## src/rtl/digital_clock_pkg.sv

```systemverilog
// ============================================================================
//  Module   : digital_clock_pkg
//  Purpose  : Shared BCD type, field limits and BCD increment helper for the
//             digital clock core.
//  Revision : 1.0  initial release
// ============================================================================
`default_nettype none

package digital_clock_pkg;

  typedef logic [7:0] bcd8_t;

  localparam bcd8_t SEC_MAX     = 8'h59;
  localparam bcd8_t MIN_MAX     = 8'h59;
  localparam bcd8_t HOUR_MAX    = 8'h23;
  localparam bcd8_t CHIME_START = 8'h55;

  // Two-digit packed BCD +1 that wraps to 0x00 after max_val.
  function automatic bcd8_t bcd_inc(input bcd8_t v, input bcd8_t max_val);
    bcd8_t r_next;
    if (v == max_val) begin
      r_next = 8'h00;
    end else if (v[3:0] == 4'd9) begin
      r_next = {v[7:4] + 4'd1, 4'd0};
    end else begin
      r_next = {v[7:4], v[3:0] + 4'd1};
    end
    return r_next;
  endfunction

endpackage

`default_nettype wire

```

## src/rtl/digital_clock_core_bcd_counter.sv

```systemverilog
// ============================================================================
//  Module   : bcd_counter
//  Purpose  : Two-digit BCD counter that wraps from MAX to 0x00 on inc and
//             flags the wrap on carry in the same cycle.
//  Revision : 1.0  initial release
// ============================================================================
`default_nettype none

module bcd_counter
  import digital_clock_pkg::*;
#(
  parameter bcd8_t MAX = 8'h59
) (
  input  logic       clk,
  input  logic       rst_n,
  input  logic       inc,
  output logic [7:0] value,
  output logic       carry
);

  bcd8_t r_value;

  // Count state: +1 in BCD per inc, wrap at MAX.
  always_ff @(posedge clk or negedge rst_n) begin
    if (!rst_n) begin
      r_value <= 8'h00;
    end else if (inc) begin
      r_value <= bcd_inc(r_value, MAX);
    end
  end

  assign value = r_value;
  assign carry = inc && (r_value == MAX);

endmodule

`default_nettype wire

```

## src/rtl/digital_clock_core.sv

```systemverilog
// ============================================================================
//  Module   : digital_clock_core
//  Purpose  : 24-hour HH:MM:SS time-of-day counter with BCD outputs, second
//             prescaler, edge-triggered hour/minute set buttons and optional
//             top-of-hour chime.
//  Config   : define CHIME_EN to build the chime decode on tweet; otherwise
//             tweet is tied low.
//  Revision : 1.0  initial release
// ============================================================================
`default_nettype none

module digital_clock_core
  import digital_clock_pkg::*;
#(
  parameter int unsigned TICK_DIV = 1
) (
  input  logic       clk,
  input  logic       rst_n,
  input  logic       en,
  input  logic       adjust_hour,
  input  logic       adjust_minute,
  output logic [7:0] hour,
  output logic [7:0] min,
  output logic [7:0] sec,
  output logic       tweet
);

  logic r_adj_hour_q;
  logic r_adj_min_q;
  logic w_tick;
  logic w_hour_rise;
  logic w_min_rise;
  logic w_sec_carry;
  logic w_min_carry;
  logic w_min_inc;
  logic w_hour_inc;

  // Second tick: either every enabled cycle or once per TICK_DIV enabled cycles.
  generate
    if (TICK_DIV <= 1) begin : g_tick_direct
      assign w_tick = en;
    end else begin : g_tick_prescale
      localparam int unsigned c_pw = $clog2(TICK_DIV);
      localparam logic [c_pw-1:0] c_last = c_pw'(TICK_DIV - 1);

      logic [c_pw-1:0] r_presc;

      // Prescaler advances only while enabled and restarts after the tick.
      always_ff @(posedge clk or negedge rst_n) begin
        if (!rst_n) begin
          r_presc <= '0;
        end else if (en) begin
          r_presc <= (r_presc == c_last) ? '0 : r_presc + c_pw'(1);
        end
      end

      assign w_tick = en && (r_presc == c_last);
    end
  endgenerate

  // Previous button levels for rising-edge detection.
  always_ff @(posedge clk or negedge rst_n) begin
    if (!rst_n) begin
      r_adj_hour_q <= 1'b0;
      r_adj_min_q  <= 1'b0;
    end else begin
      r_adj_hour_q <= adjust_hour;
      r_adj_min_q  <= adjust_minute;
    end
  end

  assign w_hour_rise = adjust_hour & ~r_adj_hour_q;
  assign w_min_rise  = adjust_minute & ~r_adj_min_q;

  // A minute adjust coinciding with a seconds carry still moves minutes by
  // one only, and a minute wrap caused by an adjust never reaches the hours.
  assign w_min_inc  = w_sec_carry | w_min_rise;
  assign w_hour_inc = w_hour_rise | (w_min_carry & ~w_min_rise);

  bcd_counter #(.MAX(SEC_MAX)) u_sec (
    .clk   (clk),
    .rst_n (rst_n),
    .inc   (w_tick),
    .value (sec),
    .carry (w_sec_carry)
  );

  bcd_counter #(.MAX(MIN_MAX)) u_min (
    .clk   (clk),
    .rst_n (rst_n),
    .inc   (w_min_inc),
    .value (min),
    .carry (w_min_carry)
  );

  bcd_counter #(.MAX(HOUR_MAX)) u_hour (
    .clk   (clk),
    .rst_n (rst_n),
    .inc   (w_hour_inc),
    .value (hour),
    .carry ()
  );

`ifdef CHIME_EN
  // Pips over the last five seconds of the hour, then the strike at :00:00.
  assign tweet = ((min == MIN_MAX) && (sec >= CHIME_START) && (sec <= SEC_MAX)) ||
                 ((min == 8'h00) && (sec == 8'h00));
`else
  assign tweet = 1'b0;
`endif

endmodule

`default_nettype wire

```

## config.mk

```make
export PLATFORM = sky130hd
export DESIGN_NAME = digital_clock_core
export DESIGN_NICKNAME = d
export VERILOG_FILES = /design/src/rtl/digital_clock_pkg.sv /design/src/rtl/digital_clock_core_bcd_counter.sv /design/src/rtl/digital_clock_core.sv
export SDC_FILE = /design/constraint.sdc
export NUM_CORES = 1
export LEC_CHECK = 0
export CAP_MARGIN = 10
export CELL_PAD_IN_SITES_DETAIL_PLACEMENT = 1
export CELL_PAD_IN_SITES_GLOBAL_PLACEMENT = 1
export CORE_UTILIZATION = 38
export CTS_CLUSTER_DIAMETER = 100
export DETAILED_ROUTE_END_ITERATION = 12
export PLACE_DENSITY = 0.83
export SYNTH_ARGS = -nofsm -noshare
export SYNTH_HDL_FRONTEND = slang
export SYNTH_SLANG_ARGS = --single-unit
```

## constraint.sdc

```tcl
create_clock -name clk -period 2.21 [get_ports clk]
set_input_delay 0.442 -clock clk [delete_from_list [all_inputs] [get_ports clk]]
set_output_delay 0.442 -clock clk [all_outputs]
set_load 0.05 [all_outputs]
```

# == Word-level counts from Yosys, hierarchy flattened ==
# Cells that the tools add are included.
# classes
addsub,6
mul,0
n_div,0
magnitude_cmp,0
eq_ne,6
shift,0
n_mux,6
n_bitwise,8
n_reduce_logical,8
# ops
operator,count
8-bit two-way mux,6
4-bit by 1-bit adder with 4-bit output (second input constant),6
8-bit by 7-bit == test with 1-bit output (second input constant),2
4-bit == test (second input constant),3
8-bit by 6-bit == test with 1-bit output (second input constant),1
2-bit AND reduction,3
2-bit nonzero test,3
1-bit AND,3
1-bit NOT,3
1-bit logical AND,2
1-bit OR,2
# totals
regBits,26
latchBits,0
ramBits,0
rom_bits,0
input_bits,5
output_inout_bits,25
wordCells,42
mem_count,0

# == Longest topological paths before layout ==
# Gate-level depths: netlist of run 1.
# depth
ltp_word,7
depth_mapped,8
mapped_depth_nobuf,7

# == Hierarchy ==
# From an unflattened synthesis of run 1, not the netlist that was laid out.
# hier_totals
cells_unflattened,131
area_unflattened_um2,1460.2
# by_module_without_submodules
mod,n_inst,cells_per_inst,area_each_um2,seq_area_each_um2
bcd_counter (u_min ...),2,40,460.4,200.2
bcd_counter (u_hour),1,43,452.9,200.2
digital_clock_core,1,8,86.3,50.0

# == Worst setup path before layout of run 1 ==
# OpenSTA, ideal clock, no wires.
# synth_timing
path_kind,reg2reg
startpoint,register u_sec.r_value[0] (netlist: u_sec.value[0])
endpoint,register u_hour.r_value[3] (netlist: u_hour.value[3])
setup_ns,0.070
arrival_ns,2.127
required_time_ns,2.140
slack_ns,0.013
path_stages_with_launch,8
path_buffers,1
synth_period_minus_slack_ns,2.197
path_cell_list,dfrtp_1 > ha_1 > nand4b_4 > nor2_2 > a41oi_2 > buf_6 > or4b_1 > nand3_1
# synth_between
elab_chain_len,6
# synth_rtl
item,line_no,rtl
from (decl),digital_clock_core_bcd_counter.sv:21,bcd8_t r_value;
from (signal assigned),digital_clock_core_bcd_counter.sv:28,"r_value <= bcd_inc(r_value, MAX);"
8-bit by 7-bit == test with 1-bit output,digital_clock_core_bcd_counter.sv:33,assign carry = inc && (r_value == MAX);
1-bit logical AND,digital_clock_core_bcd_counter.sv:33,
1-bit OR,digital_clock_core.sv:77,assign w_min_inc = w_sec_carry | w_min_rise;
1-bit logical AND,digital_clock_core_bcd_counter.sv:33,
1-bit AND,digital_clock_core.sv:78,assign w_hour_inc = w_hour_rise | (w_min_carry & ~w_min_rise);
1-bit OR,digital_clock_core.sv:78,
to (signal assigned),digital_clock_core_bcd_counter.sv:28,
to (decl),digital_clock_core_bcd_counter.sv:21,
# Every way passes these cells.
# A chain may end at the register's enable or synchronous reset.

# == Worst setup path in the final report of run 1 ==
# layout_timing
startpoint,register u_hour.r_value[2] (netlist: u_hour.value[2])
endpoint,output hour[2]
# layout_lines
item,line_no,rtl
to (decl),digital_clock_core.sv:22,"output logic [7:0] hour,"
# No word-level cell between the ends.

==> impl_results.md, run 1 <==
* Vias/cell at 5.19
* Fin area at 1860 µm²
* Routed wire length per instance at 14.9 µm
* Core Area at 3660 µm²
* Post-synth EDFFs at 0
* Die width at 63.6 µm
* Required @ worst endpoint at 1770 ps
* WP data arrival at 1640 ps
* Synthesis warning total at 0
* Min Tclk post-route at 2080 ps
* CP Launch Type: flop
* Max-slew violations at 0
* Postcts setup bufs at 0
* Clk root buf: clkbuf_8
* Largest net degree at the start of global routing at 27
* RSZ-0062 raised after global routing: false
* Syn nets at 160
* Slew headroom at 65.3%
* Netlist Area Pre-Place at 1440 µm²
* Post-Syn Area per Cell at 10.1 µm²
* Critical path's slowest cell: clkdlybuf4s50_1
* P&R area growth vs syn at 29.0%
* FF+latch count, synth at 26
* Reg2reg path depth at 6
* Part of the Yosys area used for sequential elements at 45.1%
* Cell variety after synth at 36
* Post-placement cell area at 1790 µm²
* XOR/XNOR Fraction of Synth Area at 1.21%
* Final setup viols at 0
* Fill count at 431
* Crit Path Class: reg2out
* Gr usage total at 18.3%
* Initial antenna violation count at 0
* Crit Reg-Reg Endpoint: u_hour.value[2]$_DFFE_PN0P_
* WHS Endpoint: u_hour.value[7]$_DFFE_PN0P_
* LEAKAGE at 0.000824 µW
* Vert. Die Dim at 63.6 µm
* Synth Area in Compound Gates at 13.0%
* Hold depth at 1
* Status: finished, final reports clean
* Port Buf Inserts at 28
* Maximum clock path buffer count at 2
* ANT nets after route at 0
* Largest family of logic cells by synthesized area: simple AND/OR/NAND/NOR gates
* Max-cap violations at 0
* Mux cell area share after synthesis at 3.73%
* Final net count at 195
* Syn Inst Count at 143
* CTS tree: yes
* Vias in the first global route at 1229
* Final period utilization at 94.3%
* Clock transition at path regs at 90 ps
* CP bufs+invs at 1
* RePlAce Congestion at 0.738
* PwrDens at 1520 nW/µm²
* Via count at 1167
* Post-Synth Adder-Cell Area at 10.4%
* Worst Tran Pin Value at 518 ps
* Synth Flop Type: dfrtp_1
* Wirelength, routed at 3360 µm
* Hold Crit Start: u_hour.value[7]$_DFFE_PN0P_
* CTS sink cnt at 26
* Multi-input logic area at 751 µm²
* Post-DP HPWL at 2510 µm
* CP max FO at 9
* H-tree depth at 1
* Row count at 22
* Min-delay worst type: reg2reg
* Die Footprint at 4050 µm²
* Layout cells sized above 1 at 10.2%
* R2r setup slk at 150 ps
* IO Pins at 30
* Initial Util at 39.4%
* Most frequent cells in the layout: 28 x clkdlybuf4s50_1, 26 x dfrtp_1, 22 x nand2_1
* Num CTS Buffers at 3
* Final core occ at 50.8%
* Worst Setup End Kind: output pin
* Fmax at 480 MHz
* Crit path largest cell delay at 860 ps
* Final Hold Vio Count at 0
* Global-route wire length before repair at 5810 µm
* Crit path from: u_hour.value[2]$_DFFE_PN0P_
* CP delay by family, top: buffers and inverters
* Worst Skew at 5.56 ps
* Most common cell after layout, fill and taps aside: clkdlybuf4s50_1
* Number of DRC markers in iteration 0 at 70
* Worst ir drop on vdd at 659 µV
* Inserted Diodes at 0
* Simple-gate share of the synthesized area at 22.6%
* Drc violations at 0
* Register Area at 651 µm²
* FF-to-FF Start: u_min.value[4]$_DFFE_PN0P_
* CP Cell Sequence: clkdlybuf4s50_1
* Worst-skew pair later-pin latency at 270 ps
* DRT Pass-1 Iters at 4
* Fraction of registers with async set/reset at 100%
* Grt total ovfl at 0
-- cells by family (layout without fill, tap and decap cells) --
logic type | count (synthesis) | count (layout)
compound gates | 30 | 30
xor+xnor | 2 | 2
fa+ha+maj | 12 | 12
buf+inv | 10 | 44
flops | 26 | 26
mux | 5 | 5
other cells | 1 | 1
simple gates | 57 | 57
-- synthesized netlist by cell type (3+ instances only) --
| cell | number | area, µm² |
|---|---|---|
| and2_1 | 3 | 18.8 |
| dfrtp_1 | 26 | 651 |
| ha_1 | 12 | 150 |
| inv_1 | 7 | 26.3 |
| mux2_2 | 3 | 33.8 |
| nand2_1 | 22 | 82.6 |
| nand2b_1 | 4 | 25.0 |
| nand3_1 | 6 | 30.0 |
| nor2_1 | 5 | 18.8 |
| o21ai_0 | 20 | 100 |
-- repair_timing --
action                                  CTS  global route
hold endpoints to repair                  0             0
resized for setup                         0             1
hold buffers                              0             0
endpoints found under the setup margin    0             3
-- worst max path at each step --
stage                                              to  slack, ps  depth (start not counted)
after floorplan           u_hour.value[3]$_DFFE_PN0P_         10                          7
after CTS                 u_hour.value[2]$_DFFE_PN0P_         30                          6
after global placement    u_hour.value[2]$_DFFE_PN0P_         10                          5
after global routing      u_hour.value[2]$_DFFE_PN0P_         60                          6
after detailed placement  u_hour.value[2]$_DFFE_PN0P_        -60                          5
final                                         hour[2]        130                          1
-- report_power, final --
part	internal [µW]	switching, µW	leakage, µW
combinational	560	1010	0.000477
sequential	657	283	0.000318
clock	159	151	0.0000288
total	1380	1440	0.000824
-- stage by stage --
step	instances	total power [µW]	hold slack (ps)	setup TNS (ps)	setup WS (ps)
CTS	225	2850	505	0	32.2
global route	225	3000	543	0	58.0
global placement	221	2420	491	0	13.6
detailed placement	221	2520	489	-115	-63.0
floorplan	143	1950	146	0	13.0
finish	225	2820	494	0	127
-- area by class of cell --
type / instances / share of cell area [%]
clock buffers: 4 / 2.96
inverters: 7 / 1.41
multi-input cells: 107 / 40.3
flip-flops and latches: 26 / 35.0
well taps: 48 / 3.23
repair buffers: 33 / 17.1
-- per-layer routing --
layer  track usage, %  up-vias  wire, µm  share of wire (%)
met2             31.8       23      1720                 51
met5                0        -         0                  0
met1             23.1      584      1520                 45
met4             5.11        0        27               0.80
li1                 -      558         -                  -
met3             2.90        2        89                2.6
-- registers in the layout, summed over array words and instances (netlist names) --
register	flops
r_adj_hour_q	1
u_sec.value	8
r_adj_min_q	1
u_min.value	8
u_hour.value	8
Power figures use the tool's default switching activity.
==> run 2: changes to the inputs <==
CORE_UTILIZATION = 40   (was 38)
CTS_BUF_LIST = sky130_fd_sc_hd__clkbuf_2   (was default)
PLACE_DENSITY = 0.86   (was 0.83)
==> impl_results.md, run 2 (synthesis results as in run 1) <==
* PwrDens at 1450 nW/µm²
* Worst Tran Pin Value at 555 ps
* Crit path largest cell delay at 850 ps
* Min Tclk post-route at 2150 ps
* ANT nets after route at 0
* CP bufs+invs at 1
* Reg2reg path depth at 7
* Worst ir drop on vdd at 557 µV
* Largest net degree at the start of global routing at 27
* LEAKAGE at 0.000900 µW
* Die Footprint at 3850 µm²
* Post-DP HPWL at 2700 µm
* Multi-input logic area at 757 µm²
* CP max FO at 6
* Number of DRC markers in iteration 0 at 22
* CTS sink cnt at 26
* Final period utilization at 97.3%
* Inserted Diodes at 0
* Most frequent cells in the layout: 25 x dfrtp_1, 22 x nand2_1, 20 x o21ai_0
* Critical path's slowest cell: clkdlybuf4s50_1
* CP Cell Sequence: clkdlybuf4s50_1
* Grt total ovfl at 0
* RSZ-0062 raised after global routing: false
* Worst Setup End Kind: output pin
* Pint at 1240 µW
* Crit path from: u_hour.value[4]$_DFFE_PN0P_
* R2r setup slk at 180 ps
* Max-cap violations at 0
* Clk root buf: clkbuf_2
* DRT Pass-1 Iters at 4
* Hold buffers post-CTS at 0
* Wirelength, routed at 3640 µm
* Max-slew violations at 0
* Maximum clock path buffer count at 2
* Initial Util at 42.6%
* Hold Slack at 393 ps
* P&R area growth vs syn at 28.4%
* Final worst slack at 59.6 ps
* Via count at 1178
* GR peak layer: met2
* WP data arrival at 1710 ps
* Grt met1 use at 22.8%
* Final net count at 196
* Fin area at 1850 µm²
* Clock transition at path regs at 250 ps
* Psw at 1450 µW
* CP Launch Type: flop
* Sequential Power Share at 34.7%
* Die width at 62.1 µm
* Fmax at 465 MHz
* Met2 usage at 38.8%
* Port Buf Inserts at 28
* M3 GR Usage at 3.11%
* Register Area at 652 µm²
* Final setup TNS at 0 ps
* Crit Path Class: reg2out
* Status: finished, final reports clean
* CP delay by family, top: buffers and inverters
* Slew headroom at 63.0%
* Most common cell after layout, fill and taps aside: dfrtp_1
* Drc violations at 0
* Global-route wire length before repair at 5770 µm
* Min-delay worst type: in2async
* RePlAce Congestion at 0.834
* IO Pins at 30
* Final core occ at 54.7%
* Sw Share at 54.0%
* Worst-skew pair later-pin latency at 370 ps
* Vias/cell at 5.26
* Worst Skew at 8.69 ps
* Vias in the first global route at 1263
* Logic pwr share at 58.3%
* Critical Path End: hour[4]
* Vert. Die Dim at 62.1 µm
* Required @ worst endpoint at 1770 ps
* Number of cells on the critical path at 1
* CTS tree: yes
* Final Hold Vio Count at 0
* Setup WS pre-CTS at -41.5 ps
* Routed wire length per instance at 16.3 µm
* Initial antenna violation count at 0
* Final setup viols at 0
* FF-to-FF Start: u_min.value[5]$_DFFE_PN0P_
* Fill count at 378
* Gr usage total at 20.8%
* Post-placement cell area at 1790 µm²
* Crit Reg-Reg Endpoint: u_hour.value[2]$_DFFE_PN0P_
* H-tree depth at 1
* Clock power share at 7.0%
* Core Area at 3390 µm²
* Num CTS Buffers at 3
* Layout cells sized above 1 at 11.2%
* Row count at 21
[run 2: routing by layer]
metal / part of all wire, % / up-vias
met5: 0 / -
met4: 1.7 / 0
met3: 2.2 / 7
met2: 57 / 22
met1: 39 / 591
li1: - / 558
[run 2: final cells by class]
type                       count  share of cell area (%)
inverter                       7                    1.42
clock inverter                 1                   0.203
multi-input combinational    107                    40.9
clock buffer                   3                   0.810
sequential                    26                    35.2
tap                           46                    3.11
timing repair buffer          34                    18.4
[run 2: how the worst min path moves through the flow]
stage	to	cells past startpoint	startpoint
after detailed placement	u_sec.value[6]$_DFFE_PN0P_	1	u_sec.value[6]$_DFFE_PN0P_
after floorplan	r_adj_hour_q$_DFF_PN0_	0	rst_n
after CTS	r_adj_min_q$_DFF_PN0_	2	rst_n
after global routing	u_min.value[3]$_DFFE_PN0P_	2	rst_n
final	u_min.value[3]$_DFFE_PN0P_	2	rst_n
after global placement	u_hour.value[7]$_DFFE_PN0P_	1	u_hour.value[7]$_DFFE_PN0P_
[run 2: repair_timing]
item,in CTS,in global routing
resized for setup,3,11
endpoints found under the hold margin,0,0
setup endpoints to repair,3,13
setup buffers,0,1
[run 2: through the flow]
step	std cells	total power (µW)
after floorplan	143	1950
after global placement	219	2430
after detailed placement	219	2520
after CTS	223	2700
after global routing	224	2880
final	224	2690
[run 2: power groups by stage]
| stage | logic (µW) | clock network [µW] | registers, µW |
|---|---|---|---|
| after floorplan | 434 | 0 | 1510 |
| after global placement | 1510 | 0 | 917 |
| after detailed placement | 1570 | 0 | 947 |
| after CTS | 1570 | 199 | 936 |
| after global routing | 1690 | 214 | 971 |
| final | 1570 | 189 | 934 |
